$ cat src/rtl/mem_port_arbiter.sv
// Arbitrates one single-port memory between instruction fetch and load/store,
// with a saturating starvation counter that forces a fetch grant under data pressure.
module mem_port_arbiter #(
    parameter int STARVE_LIMIT = 4
) (
    input  logic        clk,
    input  logic        rst,
    input  logic        if_req,
    input  logic [31:0] if_addr,
    output logic        if_ack,
    output logic [31:0] if_rdata,
    input  logic        d_req,
    input  logic        d_we,
    input  logic [31:0] d_addr,
    input  logic [31:0] d_wdata,
    input  logic [3:0]  d_wstrb,
    output logic        d_ack,
    output logic [31:0] d_rdata,
    output logic        mem_valid,
    output logic        mem_we,
    output logic [31:0] mem_addr,
    output logic [31:0] mem_wdata,
    output logic [3:0]  mem_wstrb,
    input  logic        mem_ready,
    input  logic        mem_rvalid,
    input  logic [31:0] mem_rdata,
    output logic        busy
);

    localparam int CW = $clog2(STARVE_LIMIT + 1);
    localparam logic [CW-1:0] LIMIT = CW'(STARVE_LIMIT);

    typedef enum logic [1:0] {
        IDLE  = 2'd0,
        ISSUE = 2'd1,
        WAIT  = 2'd2
    } state_t;

    state_t         r_state;
    state_t         w_state_next;
    logic           w_grant_if;
    logic           w_grant_d;
    logic           w_complete;
    logic           w_ack_any;
    logic           r_owner;        // 0 = fetch, 1 = data
    logic [CW-1:0]  r_starve_cnt;
    logic           r_mem_valid;
    logic           r_mem_we;
    logic [31:0]    r_mem_addr;
    logic [31:0]    r_mem_wdata;
    logic [3:0]     r_mem_wstrb;
    logic           r_busy;

    // Per-requester completion: index 0 is fetch, index 1 is data.
    genvar gi;
    generate
        for (gi = 0; gi < 2; gi++) begin : g_port
            logic        r_ack;
            logic [31:0] r_rdata;
            always_ff @(posedge clk) begin
                if (rst) begin
                    r_ack   <= 1'b0;
                    r_rdata <= 32'd0;
                end else begin
                    r_ack <= w_complete && (r_owner == 1'(gi));
                    if (w_complete && (r_owner == 1'(gi))) begin
                        r_rdata <= mem_rdata;
                    end
                end
            end
        end
    endgenerate

    assign w_ack_any = g_port[0].r_ack | g_port[1].r_ack;

    always_comb begin
        w_state_next = r_state;
        w_grant_if   = 1'b0;
        w_grant_d    = 1'b0;
        w_complete   = 1'b0;
        case (r_state)
            IDLE: begin
                // The ack cycle is skipped so a held req counts as a fresh request.
                if (!w_ack_any) begin
                    if (d_req && !(if_req && (r_starve_cnt == LIMIT))) begin
                        w_grant_d = 1'b1;
                    end else if (if_req) begin
                        w_grant_if = 1'b1;
                    end
                    if (d_req || if_req) begin
                        w_state_next = ISSUE;
                    end
                end
            end
            ISSUE: begin
                if (mem_ready) begin
                    if (mem_rvalid) begin
                        w_complete   = 1'b1;
                        w_state_next = IDLE;
                    end else begin
                        w_state_next = WAIT;
                    end
                end
            end
            WAIT: begin
                if (mem_rvalid) begin
                    w_complete   = 1'b1;
                    w_state_next = IDLE;
                end
            end
            default: w_state_next = IDLE;
        endcase
    end

    always_ff @(posedge clk) begin
        if (rst) begin
            r_state      <= IDLE;
            r_owner      <= 1'b0;
            r_starve_cnt <= '0;
            r_mem_valid  <= 1'b0;
            r_mem_we     <= 1'b0;
            r_mem_addr   <= 32'd0;
            r_mem_wdata  <= 32'd0;
            r_mem_wstrb  <= 4'd0;
            r_busy       <= 1'b0;
        end else begin
            r_state     <= w_state_next;
            r_mem_valid <= (w_state_next == ISSUE);
            r_busy      <= (w_state_next != IDLE);
            if (w_grant_d) begin
                r_owner     <= 1'b1;
                r_mem_we    <= d_we;
                r_mem_addr  <= d_addr;
                r_mem_wdata <= d_wdata;
                r_mem_wstrb <= d_we ? d_wstrb : 4'd0;
                if (!if_req) begin
                    r_starve_cnt <= '0;
                end else if (r_starve_cnt != LIMIT) begin
                    r_starve_cnt <= r_starve_cnt + 1'b1;
                end
            end else if (w_grant_if) begin
                r_owner      <= 1'b0;
                r_mem_we     <= 1'b0;
                r_mem_addr   <= if_addr;
                r_mem_wdata  <= 32'd0;
                r_mem_wstrb  <= 4'd0;
                r_starve_cnt <= '0;
            end
        end
    end

    assign if_ack    = g_port[0].r_ack;
    assign if_rdata  = g_port[0].r_rdata;
    assign d_ack     = g_port[1].r_ack;
    assign d_rdata   = g_port[1].r_rdata;
    assign mem_valid = r_mem_valid;
    assign mem_we    = r_mem_we;
    assign mem_addr  = r_mem_addr;
    assign mem_wdata = r_mem_wdata;
    assign mem_wstrb = r_mem_wstrb;
    assign busy      = r_busy;

endmodule

$ cat config.mk
export PLATFORM = sky130hd
export DESIGN_NAME = mem_port_arbiter
export DESIGN_NICKNAME = d
export VERILOG_FILES = /design/src/rtl/mem_port_arbiter.sv
export SDC_FILE = /design/constraint.sdc
export NUM_CORES = 1
export LEC_CHECK = 0
export CORE_MARGIN = 2
export CORE_UTILIZATION = 44
export CTS_BUF_LIST = sky130_fd_sc_hd__clkbuf_8
export DETAILED_ROUTE_END_ITERATION = 8
export PLACE_DENSITY_LB_ADDON = 0.25
export SETUP_SLACK_MARGIN = 0.5
export SLEW_MARGIN = 20
export SYNTH_ARGS = -nofsm -noshare
export SYNTH_HDL_FRONTEND = slang
export SYNTH_SLANG_ARGS = --single-unit
$ cat constraint.sdc
create_clock -name clk -period 3 [get_ports clk]
set_input_delay 0.3 -clock clk [delete_from_list [all_inputs] [get_ports clk]]
set_output_delay 0.3 -clock clk [all_outputs]
set_load 0.02 [all_outputs]
# Yosys cells after proc, flatten, opt, wreduce, memory -nomap -nowiden
# Cells that the tools add are included.
# totals
inputBits	139
out_inout_bits	137
elab_cells	62
ff_bits	143
# classes
n_reduce_logical	10
eq_ne	6
addsub	1
bitwise_logic	2
muxes	30
# op_table
op	n
$mux 32	4
$mux 1	12
$mux 3	4
$mux 4	3
$mux 2	5
$pmux 2 s3	1
$eq 2x1->1 const B	2
$logic_and 1x1->1	4
$reduce_bool 2->1	2
$add 3x1->3 const B	1
$eq 3x3->1 const B	1
$ne 3x2->1 const B	1
$ne 3x3->1 const B	1
$eq 2x2->1 const B	1
$logic_not 2->1	1
$pmux 1 s2	1
$reduce_and 2->1	1
$logic_not 1->1	1
$logic_or 1x1->1	1
$not 1->1	1
$or 1x1->1	1

# Logic depth before layout (Yosys ltp)
# Gate-level depths: netlist of run 1.
# logic_depth
ltp_word	9
mapped_depth	8
mapped_depth_nobuf	6

# Worst setup path before layout of run 1
# OpenSTA, ideal clock, no wires.
# synth_timing
kind	register to register
from	register r_state[1]
to	register g_port[0].r_rdata[13], in the netlist if_rdata[13]
path_stages_with_launch	9
period_less_slack_ns	1.672
setup_time_ns	0.132
t_arrival_ns	1.540
t_required_ns	2.868
path_buffers	2
slack_ns	1.328
cell_sequence	dfxtp_1 -> inv_1 -> ha_1 -> nand2_1 -> or3_1 -> clkbuf_1 -> clkbuf_1 -> nand2_1 -> a21oi_1
# synth_via
elab_chain_len	3
# synth_lines
item	line	source
start, declared	39	state_t r_state;
start signal, assigned	127	r_state <= w_state_next;
$eq 2x2->1 / $eq 2x1->1 (equally long branches)	81	case (r_state)
$pmux 1 s2 *	81	
$logic_and 1x1->1 *	66	if (w_complete && (r_owner == 1'(gi))) begin
end signal, assigned	67	r_rdata <= mem_rdata;
end, declared	59	logic [31:0] r_rdata;
# Every way passes the cells marked *; elsewhere a longest branch is shown, timed or not.
# A chain may end at the register's enable or synchronous reset.

# Worst setup path in the final report of run 1
# layout_timing
from	register r_state[0]
to	register r_mem_addr[2], in the netlist mem_addr[2]
# layout_via
elab_chain_len	3
# layout_lines
item	line	source
$logic_not 2->1 *	81	
$mux 1	81	
$mux 32 / $reduce_bool 2->1 (equally long branches)	--	
end signal, assigned	133	r_mem_addr <= d_addr;
end signal, assigned	144	r_mem_addr <= if_addr;
end, declared	49	logic [31:0] r_mem_addr;
# Marks and branches as above.

==> impl_metrics.py, run 1 <==
metrics = {
    "hold_path": {
        "hold_path_class": "in2reg",
        "worstHoldEndpoint": "if_rdata[28]$_SDFFE_PP0P_",
        "hold_depth": 3,
        "holdCritStartpoint": "mem_rdata[28]",
    },
    "placement": {
        "port_buffers": 275,
        "gp_congestion": 0.750,
        "detailed_place_hpwl_microns": 11300,
        "dp_cells": 989,
    },
    "worst_setup_path": {
        "rrSetupSlack_ns": 0.92,
        "crit_path_max_fanout": 46,
        "rr_endpoint": "mem_addr[2]$_SDFFE_PP0P_",
        "cp-start-kind": "flip-flop",
        "crit_required_ns": 3.28,
        "critical_path_class": "reg2reg",
        "worst_setup_path_end_kind": "flip-flop",
        "worstPathArrival_ns": 2.36,
        "reg2reg_from": "r_state[0]$_SDFF_PP0_",
        "rr_worst_depth": 7,
    },
    "yosys": {
        "netlist_area_sq_um": 5340,
        "synth_top_area_share_pct": 53.6,
        "synth_area_leaders": "dfxtp_1 (54%), nand2_1 (9.3%), a21oi_1 (6.4%)",
        "yosysWarnings": 0,
        "syn_inst": 607,
        "synth_nets": 752,
        "async_reset_ff_share_pct": 0,
        "yosys.area.top_type": "dfxtp_1",
        "ys_seq_area_share_pct": 53.6,
        "synth_edf_count": 0,
        "syn-mean-instance-area_sq_um": 8.80,
        "ys_seq_elements": 143,
        "synth.distinct_cells": 31,
        "synth_flop_cell": "dfxtp_1",
    },
    "clock_network": {
        "cts_buffers": 17,
        "cts_resized": 0,
        "clk_path_buf_depth": 2,
        "clk_pin_slew_ns": 0.07,
        "cts_tree": "done",
        "clock-root-buffer": "clkbuf_8",
        "clk_latency_ns": 0.44,
        "postCtsSetupBuffers": 0,
        "hold_buffers": 0,
        "ctsHtreeMaxLevel": 4,
        "cts.sinks": 143,
    },
    "power_and_ir_drop": {
        "ir_worst_vdd_v": 0.000299,
        "p_sw_share_pct": 28.4,
        "leakagePower_nw": 3.10,
        "internal_power_mw": 3.23,
        "p_per_area_nw_per_um2": 533,
        "power.switching_mw": 1.28,
        "pwr-share-clk_pct": 29.6,
        "power.share.sequential_pct": 46.6,
        "combPwrFrac_pct": 23.8,
    },
    "routing": {
        "wl_microns": 15800,
        "drc": 0,
        "firstDrtPassIters": 4,
        "via_count": 5162,
        "vias_per_cell": 5.07,
        "route.antenna.remaining_nets": 0,
        "wl_per_cell_microns": 15.5,
        "drt-initial-drc-count": 324,
    },
    "timing": {
        "period_minus_slack_ns": 2.08,
        "maxSlewViolCount": 0,
        "relSlewSlack_pct": 36.0,
        "clock.fmax_ghz": 0.482,
        "hold_viol_final": 0,
        "rsz0062_at_grt": "no",
        "setup_violations": 0,
        "fin_crit_sh_pct": 69.2,
        "finalClockSkew_ns": 0.00819,
        "finalSetupTns_ns": 0,
        "tightest_slew_ns": 0.959,
    },
    "flow_run": {
        "cap_viol_max_count": 0,
    },
    "final_layout": {
        "antennaDiodeCount": 0,
        "syn_to_final_growth_pct": 58.3,
        "instances_no_fill": 1018,
        "drive_gt1_share_pct": 5.17,
        "final_nets": 1006,
    },
    "grt": {
        "grt_pass1_vias": 5080,
        "overflow": 0,
        "grt_use_total_pct": 23.9,
        "grt_pass1_wl_microns": 24400,
        "antenna_found_initial": 0,
        "grt_max_degree": 97,
    },
    "floorplanning": {
        "fp.dieW_microns": 114,
        "io_pins": 276,
        "floorplan.core_area_sq_um": 11900,
        "die_y_microns": 114,
        "initial_core_util_pct": 44.9,
        "die_area_sq_um": 13000,
        "rows": 40,
    },
    "status": {
        "status": "completed",
    },
}
==> layout by cell type (no fill, tap or decap), drive strengths merged, types with 2 or more instances in the layout <==
| master | instances |
|---|---|
| dfxtp | 143 |
| nand2 | 133 |
| and2 | 2 |
| a22oi | 33 |
| mux2i | 32 |
| a211oi | 32 |
| o21ai | 3 |
| a32oi | 5 |
| a21o | 2 |
| nor2 | 77 |
| inv | 7 |
| or2 | 2 |
| clkinv | 6 |
| buf | 10 |
| a21oi | 68 |
| clkbuf | 19 |
| and3 | 2 |
| ha | 6 |
| nand3 | 3 |
| clkdlybuf4s50 | 274 |
==> cell families after synthesis <==
group | after synthesis | synth area share (%)
and+or+nand+nor | 225 | 16.6
adders and majority gates | 6 | 1.41
AOI/OAI and AO/OA | 147 | 17.5
muxes | 32 | 6.00
DFF | 143 | 53.6
buffers and inverters | 54 | 4.92
==> state kept, by name, indices dropped and copies added (netlist names) <==
register,count
busy,1
d_ack,1
d_rdata,32
if_ack,1
if_rdata,32
mem_addr,32
mem_valid,1
mem_wdata,32
mem_we,1
mem_wstrb,4
r_owner,1
r_starve_cnt,3
r_state,2
==> final cells by class <==
| cell class | count | area, sq um |
|---|---|---|
| Timing Repair Buffer | 284 | 2820 |
| Sequential cell | 143 | 2860 |
| Clock inverter | 10 | 75.1 |
| Fill cell | 921 | 3450 |
| Tap cell | 147 | 184 |
| Inverter | 5 | 18.8 |
| Multi-Input combinational cell | 410 | 2240 |
| Clock buffer | 19 | 262 |
==> routing by layer <==
layer | GRT usage (%) | vias to the layer above | routed length (microns)
met5 | 0 | - | 0
met4 | 11.2 | 0 | 455
met1 | 25.0 | 2361 | 5940
li1 | - | 2579 | -
met2 | 42.9 | 188 | 8180
met3 | 8.21 | 34 | 1180
==> power groups by stage <==
stage               Clock, mW  Sequential (mW)  Combinational [mW]
finish                   1.33             2.10                1.07
global route             1.45             2.11                1.15
CTS                      1.37             2.10                1.08
detailed placement          0             2.14                1.07
global placement            0             2.13                1.05
floorplan                   0             2.29               0.411
==> metrics by stage <==
| step | hold slack, ns | setup slack (ns) | power (mW) | cell area [sq um] | utilization, % |
|---|---|---|---|---|---|
| 6_report | 0.437 | 0.924 | 4.51 | 8460 | 71.0 |
| 5_1_grt | 0.427 | 0.722 | 4.72 | 8460 | 71.0 |
| 4_1_cts | 0.412 | 0.691 | 4.55 | 8460 | 71.0 |
| 3_5_place_dp | 0.446 | 0.665 | 3.22 | 8120 | 68.2 |
| 3_3_place_gp | 0.442 | 0.819 | 3.19 | 8120 | 68.2 |
| 2_1_floorplan | 0.436 | 1.33 | 2.70 | 5340 | - |
==> cells in the mapped netlist, types with 2 or more instances <==
library cell  number
buf_2             18
buf_1              2
nand3_1            3
buf_8              3
a21o_1             2
o21ai_0            3
dfxtp_1          143
nor2_1            77
and2_1             2
or2_2              2
ha_1               6
a21oi_1           68
a211oi_1          32
a22oi_1           33
clkbuf_1          25
mux2i_1           32
and3_1             2
nand2_1          133
inv_1              5
a32oi_1            5
==> how the worst max path moves through the flow <==
stage	startpoint	endpoint	slack, ns	cells past startpoint
global route	r_state[1]$_SDFF_PP0_	mem_addr[4]$_SDFFE_PP0P_	0.72	7
floorplan	r_state[1]$_SDFF_PP0_	if_rdata[13]$_SDFFE_PP0P_	1.33	8
global placement	mem_ready	if_rdata[0]$_SDFFE_PP0P_	0.82	5
detailed placement	mem_ready	if_rdata[23]$_SDFFE_PP0P_	0.67	5
finish	r_state[0]$_SDFF_PP0_	mem_addr[2]$_SDFFE_PP0P_	0.92	7
CTS	r_state[1]$_SDFF_PP0_	if_rdata[4]$_SDFFE_PP0P_	0.69	6
==> critical path, stage by stage (launching register included) <==
cell	delay, ns
dfxtp_1	0.35
inv_1	0.09
ha_1	0.24
nand4bb_1	0.18
a31oi_4	0.19
buf_4	0.46
mux2i_1	0.29
a211oi_1	0.10
Note: power is estimated with default switching activity, not from simulation.
==> run 2, diff against run 1 <==
--- a/config.mk
+++ b/config.mk
@@ -6,7 +6,7 @@
 export NUM_CORES = 1
 export LEC_CHECK = 0
 export CORE_MARGIN = 2
-export CORE_UTILIZATION = 44
+export CORE_UTILIZATION = 37
 export CTS_BUF_LIST = sky130_fd_sc_hd__clkbuf_8
 export DETAILED_ROUTE_END_ITERATION = 8
 export PLACE_DENSITY_LB_ADDON = 0.25
==> constraint.sdc (replaced) <==
create_clock -name clk -period 1.7 [get_ports clk]
set_input_delay 0.17 -clock clk [delete_from_list [all_inputs] [get_ports clk]]
set_output_delay 0.17 -clock clk [all_outputs]
set_load 0.02 [all_outputs]
==> impl_metrics.py, run 2 (synthesis gave the netlist of run 1 again) <==
metrics = {
    "clock_network": {
        "cts.sinks": 143,
        "ctsHtreeMaxLevel": 4,
        "clock-root-buffer": "clkbuf_8",
        "cts_tree": "done",
        "hold_buffers": 0,
        "cts_buffers": 17,
        "clk_latency_ns": 0.44,
        "clk_pin_slew_ns": 0.08,
        "clk_path_buf_depth": 2,
    },
    "hold_path": {
        "hold_path_class": "in2reg",
        "holdCritStartpoint": "rst",
    },
    "routing": {
        "drt-initial-drc-count": 273,
        "wl_microns": 19400,
        "firstDrtPassIters": 4,
        "route.antenna.remaining_nets": 0,
        "drc": 0,
        "vias_per_cell": 5.12,
        "wl_per_cell_microns": 18.0,
        "via_count": 5520,
    },
    "timing": {
        "rsz0062_at_grt": "yes",
        "finalClockSkew_ns": 0.0121,
        "clock.fmax_ghz": 0.596,
        "maxSlewViolCount": 0,
        "tightest_slew_ns": 0.676,
        "period_minus_slack_ns": 1.68,
        "fin_crit_sh_pct": 98.7,
        "finalSetupTns_ns": 0,
        "holdWs_ns": 0.192,
        "setup_violations": 0,
        "relSlewSlack_pct": 55.0,
        "hold_viol_final": 0,
    },
    "placement": {
        "port_buffers": 275,
        "detailed_place_hpwl_microns": 11600,
        "gp_congestion": 0.743,
    },
    "final_layout": {
        "syn_to_final_growth_pct": 73.1,
        "final_util_pct": 66.1,
        "final_common_cell": "clkdlybuf4s50_1",
        "layout_common_cells": "clkdlybuf4s50_1 (140), dfxtp_1 (125), clkbuf_2 (89), nor2_1 (77), nand2_1 (72)",
        "final_nets": 1031,
        "drive_gt1_share_pct": 38.9,
        "antennaDiodeCount": 0,
    },
    "floorplanning": {
        "die_area_sq_um": 15400,
        "rows": 43,
        "io_pins": 276,
        "initial_core_util_pct": 38.2,
        "die_y_microns": 124,
        "fp.dieW_microns": 124,
        "floorplan.core_area_sq_um": 14000,
    },
    "worst_setup_path": {
        "cp-start-kind": "flip-flop",
        "critical_path_class": "reg2reg",
        "crit_chain": "inv_4 > ha_4 > nand2_4 > or3_4 > clkbuf_16 > nand2_2 > a21oi_1",
        "slowest_delay_ns": 0.47,
        "crit_path_max_fanout": 8,
        "crit_required_ns": 2.02,
        "worstPathArrival_ns": 2.00,
        "reg2reg_from": "r_state[1]$_SDFF_PP0_",
        "worst_setup_path_end_kind": "flip-flop",
        "crit_start": "r_state[1]$_SDFF_PP0_",
        "critPathSlowestCell": "or3_4",
    },
    "grt": {
        "grt_use_total_pct": 21.2,
        "overflow": 0,
        "grt_pass1_vias": 5060,
        "grt_use_met2_pct": 37.2,
        "grtUsageMet3_pct": 8.70,
        "grt_pass1_wl_microns": 25300,
        "grt_max_degree": 117,
        "grtUsageMet1_pct": 22.7,
        "antenna_found_initial": 0,
        "top_usage_layer": "met2",
    },
    "power_and_ir_drop": {
        "power_mw": 8.91,
        "ir_worst_vdd_v": 0.000584,
        "p_per_area_nw_per_um2": 964,
        "leakagePower_nw": 3.83,
    },
    "status": {
        "status": "completed",
    },
    "flow_run": {
        "cap_viol_max_count": 0,
    },
}
==> run 2: worst paths after layout <==
| kind | endpoint | slack [ns] | cells past startpoint |
|---|---|---|---|
| setup / recovery | if_rdata[6]$_SDFFE_PP0P_ | 0.02 | 7 |
| hold / removal | r_starve_cnt[2]$_SDFFE_PP0P_ | 0.19 | 4 |
| setup reg to reg | if_rdata[6]$_SDFFE_PP0P_ | 0.02 | 7 |
| hold reg to reg | d_rdata[11]$_SDFFE_PP0P_ | 0.45 | 2 |
==> run 2: repair_timing <==
action,in CTS,in global routing
endpoints found under the hold margin,0,0
resized for setup,101,436
setup endpoints to repair,279,261
cloned,2,12
pin swaps,2,53
setup buffers,3,1
==> run 2: through the flow <==
step,setup WS (ns),instance area [sq um],std cells
4_1_cts,0.0695,8840,1066
2_1_floorplan,0.118,5450,607
5_1_grt,-0.0334,9250,1079
3_5_place_dp,-0.182,8370,1029
6_report,0.0220,9250,1079
3_3_place_gp,-0.114,8370,1029
==> run 2: critical path, delay by kind of cell, from the launching register on <==
family | cells | cell delay [ns]
flip-flops | 1 | 0.35
buffers and inverters | 2 | 0.27
AO/OA/AOI/OAI | 1 | 0.07
adder cells (fa/ha/maj) | 1 | 0.27
AND/OR/NAND/NOR | 3 | 0.59
==> run 2: per-layer routing <==
metal	part of all wire, %	vias to the layer above	routed length [microns]
met5	0	-	0
met4	2.6	0	500
met3	8.7	35	1700
met2	51	220	9890
met1	38	2624	7320
li1	-	2641	-
==> run 2: cell type report <==
class | count | area [sq um]
fill | 1111 | 4740
multi-input combinational | 410 | 2920
sequential | 143 | 2890
timing repair buffer | 309 | 2740
clock buffer | 17 | 234
tap | 180 | 225
clock inverter | 15 | 220
inverter | 5 | 21.3
==> run 2: report_power, final <==
group / internal [mW] / total, mW / switching [mW]
Clock: 1.74 / 3.07 / 1.32
Sequential: 3.58 / 3.72 / 0.133
Combinational: 1.00 / 2.13 / 1.13
Total: 6.33 / 8.91 / 2.58
==> run 3, diff against run 2 <==
--- a/config.mk
+++ b/config.mk
@@ -9,7 +9,7 @@
 export CORE_UTILIZATION = 37
 export CTS_BUF_LIST = sky130_fd_sc_hd__clkbuf_8
 export DETAILED_ROUTE_END_ITERATION = 8
-export PLACE_DENSITY_LB_ADDON = 0.25
+export PLACE_DENSITY = 0.87
 export SETUP_SLACK_MARGIN = 0.5
 export SLEW_MARGIN = 20
 export SYNTH_ARGS = -nofsm -noshare
==> impl_metrics.py, run 3 (synthesis gave the netlist of run 1 again) <==
metrics = {
    "power_and_ir_drop": {
        "ir_worst_vdd_v": 0.000586,
        "p_per_area_nw_per_um2": 942,
        "power_mw": 8.31,
        "leakagePower_nw": 3.69,
    },
    "final_layout": {
        "fillers": 1206,
        "antennaDiodeCount": 0,
        "final_nets": 1038,
        "layout_common_cells": "dfxtp_1 (141), clkdlybuf4s50_1 (137), nand2_1 (101), buf_2 (89), nor2_1 (77)",
        "syn_to_final_growth_pct": 65.1,
        "final_common_cell": "dfxtp_1",
        "final_cell_area_sq_um": 8820,
        "drive_gt1_share_pct": 31.7,
    },
    "clock_network": {
        "clock-root-buffer": "clkbuf_8",
        "clk_path_buf_depth": 2,
        "hold_buffers": 0,
        "cts_tree": "done",
        "clk_pin_slew_ns": 0.08,
        "clk_latency_ns": 0.43,
        "cts.sinks": 143,
        "cts_buffers": 17,
        "ctsHtreeMaxLevel": 4,
    },
    "routing": {
        "via_count": 5394,
        "vias_per_cell": 4.98,
        "firstDrtPassIters": 4,
        "route.antenna.remaining_nets": 0,
        "drc": 0,
        "wl_per_cell_microns": 16.6,
        "wl_microns": 18000,
        "drt-initial-drc-count": 243,
    },
    "timing": {
        "setup_violations": 0,
        "relSlewSlack_pct": 64.8,
        "maxSlewViolCount": 0,
        "hold_viol_final": 0,
        "tightest_slew_ns": 0.528,
        "rsz0062_at_grt": "yes",
        "fin_crit_sh_pct": 97.4,
        "holdWs_ns": 0.109,
        "period_minus_slack_ns": 1.66,
        "finalSetupTns_ns": 0,
        "finalClockSkew_ns": 0.0126,
        "clock.fmax_ghz": 0.604,
    },
    "grt": {
        "grt_pass1_wl_microns": 24600,
        "antenna_found_initial": 0,
        "grt_max_degree": 71,
        "overflow": 0,
        "grt_pass1_vias": 4819,
        "grt_use_total_pct": 20.7,
    },
    "floorplanning": {
        "initial_core_util_pct": 38.2,
        "die_y_microns": 124,
        "floorplan.core_area_sq_um": 14000,
        "die_area_sq_um": 15400,
        "rows": 43,
        "fp.dieW_microns": 124,
        "io_pins": 276,
    },
    "worst_setup_path": {
        "crit_path_max_fanout": 6,
        "critPathSlowestCell": "dfxtp_2",
        "rr_endpoint": "mem_addr[31]$_SDFFE_PP0P_",
        "worst_setup_path_end_kind": "flip-flop",
        "reg2reg_from": "r_state[1]$_SDFF_PP0_",
        "rr_worst_depth": 8,
        "critical_path_class": "reg2reg",
        "rrSetupSlack_ns": 0.04,
        "worstPathArrival_ns": 1.95,
        "crit_buf_inv": 3,
        "crit_required_ns": 2.00,
        "cp_num_cells": 8,
        "critPathTopFamily": "buffers and inverters",
        "crit_chain": "inv_4 > ha_4 > nand4bb_4 > a31oi_4 > buf_12 > buf_16 > mux2i_2 > a211oi_1",
        "slowest_delay_ns": 0.34,
        "cp-start-kind": "flip-flop",
    },
    "hold_path": {
        "worstHoldEndpoint": "mem_wdata[25]$_SDFFE_PP0P_",
        "holdCritStartpoint": "rst",
        "hold_path_class": "in2reg",
        "hold_depth": 2,
    },
    "status": {
        "status": "completed",
    },
    "placement": {
        "port_buffers": 275,
        "placed_cell_area_sq_um": 8390,
        "detailed_place_hpwl_microns": 11200,
        "gp_congestion": 0.791,
    },
    "flow_run": {
        "cap_viol_max_count": 0,
    },
}
[run 3: cell count changes in the layout (fill, tap and decap cells not counted), sizes merged, moves of 2 or more]
cell / previous run / this run
buf: 68 / 130
clkinv: 8 / 4
clkinvlp: 1 / 3
clkdlybuf4s50: 140 / 137
clkbuf: 115 / 66
bufinv: 5 / 2
dlymetal6s2s: 2 / 0
inv: 6 / 8
[run 3: power by group]
| group | switching (mW) | internal (mW) | leakage [nW] |
|---|---|---|---|
| Sequential | 0.118 | 3.58 | 1.17 |
| Combinational | 1.06 | 0.967 | 2.33 |
| Clock | 1.28 | 1.31 | 0.189 |
[run 3: worst max path at each step]
stage                          start                      endpoint  slack, ns
2_1_floorplan  r_state[1]$_SDFF_PP0_     if_rdata[13]$_SDFFE_PP0P_       0.12
3_3_place_gp                   d_req  r_starve_cnt[0]$_SDFFE_PP0P_      -0.08
3_5_place_dp                   d_req     mem_addr[29]$_SDFFE_PP0P_      -0.13
4_1_cts        r_state[1]$_SDFF_PP0_     mem_addr[31]$_SDFFE_PP0P_       0.06
5_1_grt        r_state[1]$_SDFF_PP0_      mem_addr[0]$_SDFFE_PP0P_      -0.02
6_report       r_state[1]$_SDFF_PP0_     mem_addr[31]$_SDFFE_PP0P_       0.04
[run 3: cell type report]
class | instances | area (sq um) | area share [%]
Sequential cell | 143 | 2870 | 32.5
Timing Repair Buffer | 316 | 2730 | 30.9
Multi-Input combinational cell | 410 | 2610 | 29.6
Clock buffer | 18 | 248 | 2.81
Tap cell | 180 | 225 | 2.55
Clock inverter | 12 | 123 | 1.39
Inverter | 5 | 23.8 | 0.269
[run 3: through the flow]
| step | util (%) | worst slack, ns | std cells |
|---|---|---|---|
| after CTS | 61.6 | 0.0607 | 1074 |
| final | 63.1 | 0.0449 | 1084 |
| after floorplan | - | 0.118 | 607 |
| after global routing | 63.1 | -0.0156 | 1084 |
| after global placement | 60.0 | -0.0811 | 1034 |
| after detailed placement | 60.0 | -0.131 | 1034 |
[run 3: what timing repair did]
action,CTS,global route
cloned,5,6
setup endpoints to repair,280,192
setup buffers,5,4
pin swaps,7,32
gates resized for setup,391,173
[run 3: metal layers]
| metal | share of wire (%) | up-vias | wire length, microns | track usage, % |
|---|---|---|---|---|
| li1 | - | 2648 | - | - |
| met1 | 40 | 2546 | 7180 | 23.7 |
| met2 | 51 | 192 | 9190 | 36.2 |
| met3 | 8.1 | 8 | 1460 | 7.19 |
| met4 | 0.77 | 0 | 138 | 6.25 |
| met5 | 0 | - | 0 | 0 |
[run 3: worst reg2reg max path, stage by stage (launching register included)]
cell       delay [ns]
dfxtp_2          0.34
inv_4            0.07
ha_4             0.15
nand4bb_4        0.14
a31oi_4          0.20
buf_12           0.18
buf_16           0.15
mux2i_2          0.21
a211oi_1         0.09
